**config.mk**
```make
export PLATFORM = sky130hd
export DESIGN_NAME = alu_seq_flat
export DESIGN_NICKNAME = d
export VERILOG_FILES = /design/src/rtl/alu_seq_if.sv /design/src/rtl/alu_seq.sv /design/src/flat_wrapper.sv
export SDC_FILE = /design/constraint.sdc
export NUM_CORES = 1
export LEC_CHECK = 0
export ABC_CLOCK_PERIOD_IN_PS = 11100
export CORE_MARGIN = 3
export CORE_UTILIZATION = 55
export DETAILED_ROUTE_END_ITERATION = 8
export DONT_BUFFER_PORTS = 1
export PLACE_DENSITY = 0.7
export SLEW_MARGIN = 25
export SYNTH_ARGS = -nofsm -noshare
export SYNTH_HDL_FRONTEND = slang
export SYNTH_SLANG_ARGS = --single-unit
```
**constraint.sdc**
```tcl
create_clock -name I_CLK -period 11.1 [get_ports I_CLK]
set_input_delay 2.22 -clock I_CLK [delete_from_list [all_inputs] [get_ports I_CLK]]
set_output_delay 2.22 -clock I_CLK [all_outputs]
set_load 0.02 [all_outputs]
```
**src/rtl/alu_seq_if.sv**
```systemverilog
// Operation request/result bundle between the register-file read stage and alu_seq.
// The master drives operands and the opcode; the slave returns the result and PSR status.
`timescale 1ns/1ps
interface alu_seq_if #(
   parameter int WIDTH = 16
);
   logic             I_VALID;
   logic             O_READY;
   logic [3:0]       I_OPCODE;
   logic [WIDTH-1:0] I_A;
   logic [WIDTH-1:0] I_B;
   logic             I_CARRY;
   logic             O_VALID;
   logic [WIDTH-1:0] O_C;
   logic [4:0]       O_STATUS;

   modport master (
      output I_VALID, I_OPCODE, I_A, I_B, I_CARRY,
      input  O_READY, O_VALID, O_C, O_STATUS
   );

   modport slave (
      input  I_VALID, I_OPCODE, I_A, I_B, I_CARRY,
      output O_READY, O_VALID, O_C, O_STATUS
   );
endinterface

```
**src/rtl/alu_seq.sv**
```systemverilog
// Registered ALU: logic/arith/shift ops return in one cycle, MUL iterates one bit per cycle.
// Defining ALU_SEQ_DIV_EN adds a bit-serial unsigned restoring divider on opcode 12.
`timescale 1ns/1ps
module alu_seq #(
   parameter int WIDTH = 16
) (
   input logic      I_CLK,
   input logic      I_RESET,
   alu_seq_if.slave bus
);
   localparam int SHW = $clog2(WIDTH);
   localparam logic [WIDTH-1:0] WIDTH_V  = WIDTH'(WIDTH);
   localparam logic [SHW-1:0]   LAST_CNT = SHW'(WIDTH - 1);
   localparam logic [3:0] OP_ADD  = 4'd0,  OP_ADDC = 4'd1,  OP_MUL  = 4'd2,  OP_SUB  = 4'd3;
   localparam logic [3:0] OP_NOT  = 4'd4,  OP_AND  = 4'd5,  OP_OR   = 4'd6,  OP_XOR  = 4'd7;
   localparam logic [3:0] OP_LSH  = 4'd8,  OP_RSH  = 4'd9,  OP_ALSH = 4'd10, OP_ARSH = 4'd11;
`ifdef ALU_SEQ_DIV_EN
   localparam logic [3:0] OP_DIV  = 4'd12;
`endif

   typedef enum logic {S_IDLE, S_BUSY} state_t;

   state_t               state_q, state_d;
   logic [SHW-1:0]       cnt_q, cnt_d;
   logic                 valid_q, valid_d;
   logic [WIDTH-1:0]     c_q, c_d;
   logic [4:0]           status_q, status_d;
   logic [2*WIDTH-1:0]   opa_q, opa_d, acc_q, acc_d;
   logic [WIDTH-1:0]     opb_q, opb_d;
   logic                 neg_q, neg_d;
   logic [2*WIDTH-1:0]   mul_acc, mul_prod;
   logic                 mul_f;
   logic [WIDTH+4:0]     single;
`ifdef ALU_SEQ_DIV_EN
   logic                 isdiv_q, isdiv_d, divz_q, divz_d;
   logic [WIDTH:0]       div_rem, div_rem_n;
   logic                 div_ge;
   logic [WIDTH-1:0]     div_quo;
`endif

   // Returns {N,Z,F,L,C,result}; unknown opcodes yield all zeros.
   function automatic logic [WIDTH+4:0] alu_single(input logic [3:0] op, input logic [WIDTH-1:0] a,
                                                   input logic [WIDTH-1:0] b, input logic cin);
      logic [WIDTH:0]   sum;
      logic [WIDTH-1:0] res;
      logic             fc, fl, ff, fn, big, undef;
      sum   = '0;
      res   = '0;
      fc    = 1'b0;
      fl    = 1'b0;
      ff    = 1'b0;
      undef = 1'b0;
      big   = (b >= WIDTH_V);
      case (op)
         OP_ADD, OP_ADDC: begin
            sum = {1'b0, a} + {1'b0, b} + {{WIDTH{1'b0}}, (op == OP_ADDC) & cin};
            res = sum[WIDTH-1:0];
            fc  = sum[WIDTH];
            ff  = (a[WIDTH-1] == b[WIDTH-1]) && (res[WIDTH-1] != a[WIDTH-1]);
         end
         OP_SUB: begin
            res = b - a;
            fl  = (b < a);
            ff  = (a[WIDTH-1] != b[WIDTH-1]) && (res[WIDTH-1] != b[WIDTH-1]);
         end
         OP_NOT:          res = ~a;
         OP_AND:          res = a & b;
         OP_OR:           res = a | b;
         OP_XOR:          res = a ^ b;
         OP_LSH, OP_ALSH: res = big ? '0 : (a << b[SHW-1:0]);
         OP_RSH:          res = big ? '0 : (a >> b[SHW-1:0]);
         OP_ARSH:         res = big ? {WIDTH{a[WIDTH-1]}} : $unsigned($signed(a) >>> b[SHW-1:0]);
         default:         undef = 1'b1;
      endcase
      fn = (op == OP_SUB) ? ($signed(b) < $signed(a)) : res[WIDTH-1];
      return undef ? '0 : {fn, (res == '0), ff, fl, fc, res};
   endfunction

   // Shift-add on magnitudes: opa holds the shifting multiplicand, opb the remaining multiplier bits.
   assign mul_acc  = acc_q + (opb_q[0] ? opa_q : '0);
   assign mul_prod = neg_q ? -mul_acc : mul_acc;
   assign mul_f    = ~(&mul_prod[2*WIDTH-1:WIDTH-1] | ~|mul_prod[2*WIDTH-1:WIDTH-1]);
   assign single   = alu_single(bus.I_OPCODE, bus.I_A, bus.I_B, bus.I_CARRY);

`ifdef ALU_SEQ_DIV_EN
   // Restoring step: remainder lives in acc, dividend bits shift out of opb as quotient bits shift in.
   assign div_rem   = {acc_q[WIDTH-1:0], opb_q[WIDTH-1]};
   assign div_ge    = (div_rem >= {1'b0, opa_q[WIDTH-1:0]});
   assign div_rem_n = div_ge ? (div_rem - {1'b0, opa_q[WIDTH-1:0]}) : div_rem;
   assign div_quo   = {opb_q[WIDTH-2:0], div_ge};
`endif

   assign bus.O_READY  = (state_q == S_IDLE);
   assign bus.O_VALID  = valid_q;
   assign bus.O_C      = c_q;
   assign bus.O_STATUS = status_q;

   always_comb begin
      state_d  = state_q;
      cnt_d    = cnt_q;
      valid_d  = 1'b0;
      c_d      = c_q;
      status_d = status_q;
      opa_d    = opa_q;
      opb_d    = opb_q;
      acc_d    = acc_q;
      neg_d    = neg_q;
`ifdef ALU_SEQ_DIV_EN
      isdiv_d  = isdiv_q;
      divz_d   = divz_q;
`endif
      case (state_q)
         S_IDLE: begin
            if (bus.I_VALID) begin
               if (bus.I_OPCODE == OP_MUL) begin
                  opa_d   = {{WIDTH{1'b0}}, (bus.I_A[WIDTH-1] ? -bus.I_A : bus.I_A)};
                  opb_d   = bus.I_B[WIDTH-1] ? -bus.I_B : bus.I_B;
                  neg_d   = bus.I_A[WIDTH-1] ^ bus.I_B[WIDTH-1];
                  acc_d   = '0;
                  cnt_d   = '0;
                  state_d = S_BUSY;
`ifdef ALU_SEQ_DIV_EN
                  isdiv_d = 1'b0;
               end else if (bus.I_OPCODE == OP_DIV) begin
                  opa_d   = {{WIDTH{1'b0}}, bus.I_A};
                  opb_d   = bus.I_B;
                  divz_d  = (bus.I_A == '0);
                  isdiv_d = 1'b1;
                  acc_d   = '0;
                  cnt_d   = '0;
                  state_d = S_BUSY;
`endif
               end else begin
                  {status_d, c_d} = single;
                  valid_d         = 1'b1;
               end
            end
         end
         S_BUSY: begin
            cnt_d = cnt_q + 1'b1;
            opa_d = opa_q << 1;
            opb_d = opb_q >> 1;
            acc_d = mul_acc;
`ifdef ALU_SEQ_DIV_EN
            if (isdiv_q) begin
               opb_d = div_quo;
               acc_d = {{(WIDTH-1){1'b0}}, div_rem_n};
            end
`endif
            if (cnt_q == LAST_CNT) begin
               state_d  = S_IDLE;
               valid_d  = 1'b1;
               c_d      = mul_prod[WIDTH-1:0];
               status_d = {mul_prod[WIDTH-1], (mul_prod[WIDTH-1:0] == '0), mul_f, 2'b00};
`ifdef ALU_SEQ_DIV_EN
               if (isdiv_q) begin
                  c_d      = div_quo;
                  status_d = {div_quo[WIDTH-1], (div_quo == '0), divz_q, 2'b00};
               end
`endif
            end
         end
         default: state_d = S_IDLE;
      endcase
   end

   always_ff @(posedge I_CLK) begin
      if (I_RESET) begin
         state_q  <= S_IDLE;
         cnt_q    <= '0;
         valid_q  <= 1'b0;
         c_q      <= '0;
         status_q <= '0;
      end else begin
         state_q  <= state_d;
         cnt_q    <= cnt_d;
         valid_q  <= valid_d;
         c_q      <= c_d;
         status_q <= status_d;
      end
   end

   always_ff @(posedge I_CLK) begin
      opa_q   <= opa_d;
      opb_q   <= opb_d;
      acc_q   <= acc_d;
      neg_q   <= neg_d;
`ifdef ALU_SEQ_DIV_EN
      isdiv_q <= isdiv_d;
      divz_q  <= divz_d;
`endif
   end
endmodule

```
**src/flat_wrapper.sv**
```systemverilog
// flat-port wrapper written by rule: the top's interface ports become plain ports
module alu_seq_flat 
#(
   parameter int WIDTH = 16
)
  (I_CLK, I_RESET, bus_I_VALID, bus_I_OPCODE, bus_I_A, bus_I_B, bus_I_CARRY, bus_O_READY, bus_O_VALID, bus_O_C, bus_O_STATUS);
  alu_seq_if #(.WIDTH(WIDTH)) bus_i ();
  input logic I_CLK;
  input logic I_RESET;
  input wire logic [$bits(bus_i.I_VALID)-1:0] bus_I_VALID;
  input wire logic [$bits(bus_i.I_OPCODE)-1:0] bus_I_OPCODE;
  input wire logic [$bits(bus_i.I_A)-1:0] bus_I_A;
  input wire logic [$bits(bus_i.I_B)-1:0] bus_I_B;
  input wire logic [$bits(bus_i.I_CARRY)-1:0] bus_I_CARRY;
  output wire logic [$bits(bus_i.O_READY)-1:0] bus_O_READY;
  output wire logic [$bits(bus_i.O_VALID)-1:0] bus_O_VALID;
  output wire logic [$bits(bus_i.O_C)-1:0] bus_O_C;
  output wire logic [$bits(bus_i.O_STATUS)-1:0] bus_O_STATUS;
  assign bus_i.I_VALID = bus_I_VALID;
  assign bus_i.I_OPCODE = bus_I_OPCODE;
  assign bus_i.I_A = bus_I_A;
  assign bus_i.I_B = bus_I_B;
  assign bus_i.I_CARRY = bus_I_CARRY;
  assign bus_O_READY = bus_i.O_READY;
  assign bus_O_VALID = bus_i.O_VALID;
  assign bus_O_C = bus_i.O_C;
  assign bus_O_STATUS = bus_i.O_STATUS;
  alu_seq #(.WIDTH(WIDTH)) u_core (.I_CLK(I_CLK), .I_RESET(I_RESET), .bus(bus_i));
endmodule
```
==> metrics.yaml <==
clk_pin_slew_ns: 0.08
power_consumption_uw: 1130
outcome: "complete, no violations"
port-buffer-count: 0
grt.overflow.total: 0
slew_violations: 0
syn_area_um2: 12200
finish.net_count: 1552
internal_power_uw: 744
synth_top_cell_area_share: 0.199
grt_first_pass_wirelength_mm: 63.9
core_area_um2: 21400
syn2layout_area_growth_pct: 2.04
mean_routed_wirelength_per_cell_um: 23.7
hold_slack_ns: 0.543
mappedNetlistNets: 1629
critical_path_arrival_ns: 6.41
slew-limit-headroom: 0.369
holdPathStages: 2
firstDrtPassIters: 5
count_of_yosys_warnings_during_synthesis: 0
setup_repair_after_global_routing_missed_its_margin: "no"
finalNonFillerCells: 1702
synth_top_cells_by_count: "nor2_1 (150), nand2_1 (123), o21ai_0 (107), a21oi_1 (90), ha_1 (86)"
clock_power_share: 0.310
avgViaCountPerCell: 6.86
crit_path_category: "in2reg"
synth_enable_flop_cells: 81
net-switching-power_uw: 388
crit_path_end_kind: "flop"
drtAntennaViolNets: 0
power.share.switching: 0.343
maximum_number_of_buffers_from_clock_root_to_sink: 2
synth.lib_cells_used.distinct: 102
synth_cells: 1499
p_comb_frac: 0.280
yosys.cell_count.top_type: "nor2_1"
worst_clock_skew_ns: 0.0164
tritoncts: "yes"
post-cts-setup-buffer-count: 0
dp_cells: 1686
antenna-diode-count: 0
power.leakage_uw: 0.00465
ys_dominant_reg_cell: "edfxtp_1"
synth_area_leaders: "edfxtp_1 (20%), ha_1 (8.8%), nor2_1 (4.6%)"
power_per_cell_area_nw_per_um2: 90.6
synth.avg_cell_area_um2: 8.17
cap_violations: 0
worst-path-max-fanout: 10
grt_pass1_vias: 11500
dp_hpwl_mm: 30.9
share_seq_of_total_power: 0.410
final-setup-viol-count: 0
synth_seq_cells: 108
worst_hold_path_type: "reg2reg"
ir_drop_worst_vdd_uv: 82.1
worst-slew-pin-transition_ns: 0.944
grt_overall_usage: 0.330
synth_largest_area_cell: "edfxtp_1"
drive_gt1_frac: 0.0722
post-route-min-period_ns: 6.12
largest_net_degree_at_the_start_of_global_routing: 85
ioPinCount: 63
via_total_after_detailed_routing: 11700
clock_insertion_delay_at_the_later_pin_of_the_skew_report_ns: 0.36
rr_worst_depth: 18
floorplan.die.height_um: 155
antenna_found_initial: 0
initial_core_util: 0.572
postSynth.asyncResetShare: 0
cts.hold.buffers_added: 0
clock_sink_count: 108
h-tree-depth: 3
critPathRequiredTime_ns: 11.40
placementRows: 53
startpoint_types: "input port"
detail_route.drc_violations: 0
report.final.hold_viol_count: 0
ctsRootBufferMaster: "clkbuf_16"
drt_iter0_drc: 1102
die_w_um: 155
timing.final.crit_share: 0.551
cts_resized: 0
clock.fmax_ghz: 0.163
design.die.area_um2: 24100
postRouteWirelength_mm: 40.3
routabilityCongestion: 1.03
synth-seq-area-share: 0.243
numCtsBuffers: 9
finalSetupTns_ns: 0
[cell type report]
type	count	area, um2
Clock buffer	10	250
Clock inverter	6	72.6
Fill cell	1995	8930
Inverter	81	305
Multi-Input combinational cell	1213	8480
Sequential cell	108	2980
Tap cell	275	344
Timing Repair Buffer	9	67.6
[worst paths after layout]
path	slack (ns)	start	end
setup reg to reg	5.15	u_core.opb_q[0]$_DFFE_PP_	u_core.bus.O_STATUS[2]$_SDFFE_PP0P_
hold reg to reg	0.54	u_core.opb_q[4]$_DFFE_PP_	u_core.opb_q[3]$_DFFE_PP_
setup / recovery	4.98	bus_I_OPCODE[2]	u_core.bus.O_STATUS[3]$_SDFFE_PP0P_
hold / removal	0.54	u_core.opb_q[4]$_DFFE_PP_	u_core.opb_q[3]$_DFFE_PP_
[state kept, by name, indices dropped and copies added (netlist names)]
signal and flops:
u_core.acc_q 32, u_core.cnt_q 4, u_core.state_q 1, u_core.bus.O_STATUS 5, u_core.bus.O_VALID 1, u_core.bus.O_C 16, u_core.neg_q 1, u_core.opb_q 16
u_core.opa_q 32
[worst max-delay path, cell delays in order]
cell,delay (ns)
inv_1,0.03
ha_1,0.31
nor2b_1,0.19
and3_1,0.19
fa_1,0.40
fa_1,0.42
a21oi_1,0.18
o21bai_1,0.13
a21oi_1,0.20
o21ai_0,0.20
a21oi_1,0.25
nor2_1,0.06
nor2_1,0.13
o221ai_1,0.14
a21oi_1,0.28
nand4_1,0.12
or4_1,0.52
nor3_1,0.23
a41o_1,0.19
[metal layers]
| metal | wire, um | up-vias | GRT usage |
|---|---|---|---|
| met5 | 0 | - | 0 |
| met4 | 2180 | 0 | 0.163 |
| met3 | 2720 | 130 | 0.0462 |
| met1 | 15800 | 5558 | 0.403 |
| li1 | - | 5434 | - |
| met2 | 19600 | 551 | 0.573 |
[per-stage QoR]
stage          setup slack (ns)  utilization  cell area (um2)
2_1_floorplan              4.90            -            12200
3_3_place_gp               4.74        0.568            12200
3_5_place_dp               4.66        0.568            12200
4_1_cts                    5.01        0.583            12500
5_1_grt                    4.62        0.583            12500
6_report                   4.98        0.583            12500
[placed cells by master (no fill, tap or decap), types with 6 or more instances in the layout]
cell       instances
a211o_1            7
a211oi_1          29
a21o_1            16
a21o_2             7
a21oi_1           90
a221oi_1          18
a31oi_1           10
and2_1            73
and3_1            11
buf_4              9
clkbuf_16         10
dfxtp_1           26
edfxtp_1          81
ha_1              86
inv_1             78
mux2i_1           21
mux4_2            24
nand2_1          123
nand2b_1           9
nand3_1           32
nand4_1           21
nor2_1           150
nor3_1            45
nor4_1            13
o2111ai_1          7
o211ai_1          15
o21a_1             7
o21ai_0          107
o21bai_1          13
o221ai_1          12
o22ai_1           15
o31a_1             6
o31ai_1           18
o41ai_1            8
or3_1              9
or4_1              8
xnor2_1           59
xor2_1            19
[power by group through the flow]
stage	clock (uW)	combinational (uW)	sequential, uW
finish	351	317	464
floorplan	0	250	469
global placement	0	308	473
detailed placement	0	308	473
global route	371	347	465
CTS	353	311	464
[cell families (layout without fill, tap and decap cells)]
logic type / Yosys count / after routing / synth area share
and+or+nand+nor: 540 / 540 / 0.221
AOI/OAI and AO/OA: 458 / 458 / 0.258
buffers and inverters: 178 / 106 / 0.0648
DFF: 108 / 108 / 0.243
adders and majority gates: 90 / 90 / 0.0944
xor gates and xnor gates: 78 / 78 / 0.0558
muxes: 47 / 47 / 0.0632
Note: power is estimated with default switching activity, not from simulation.
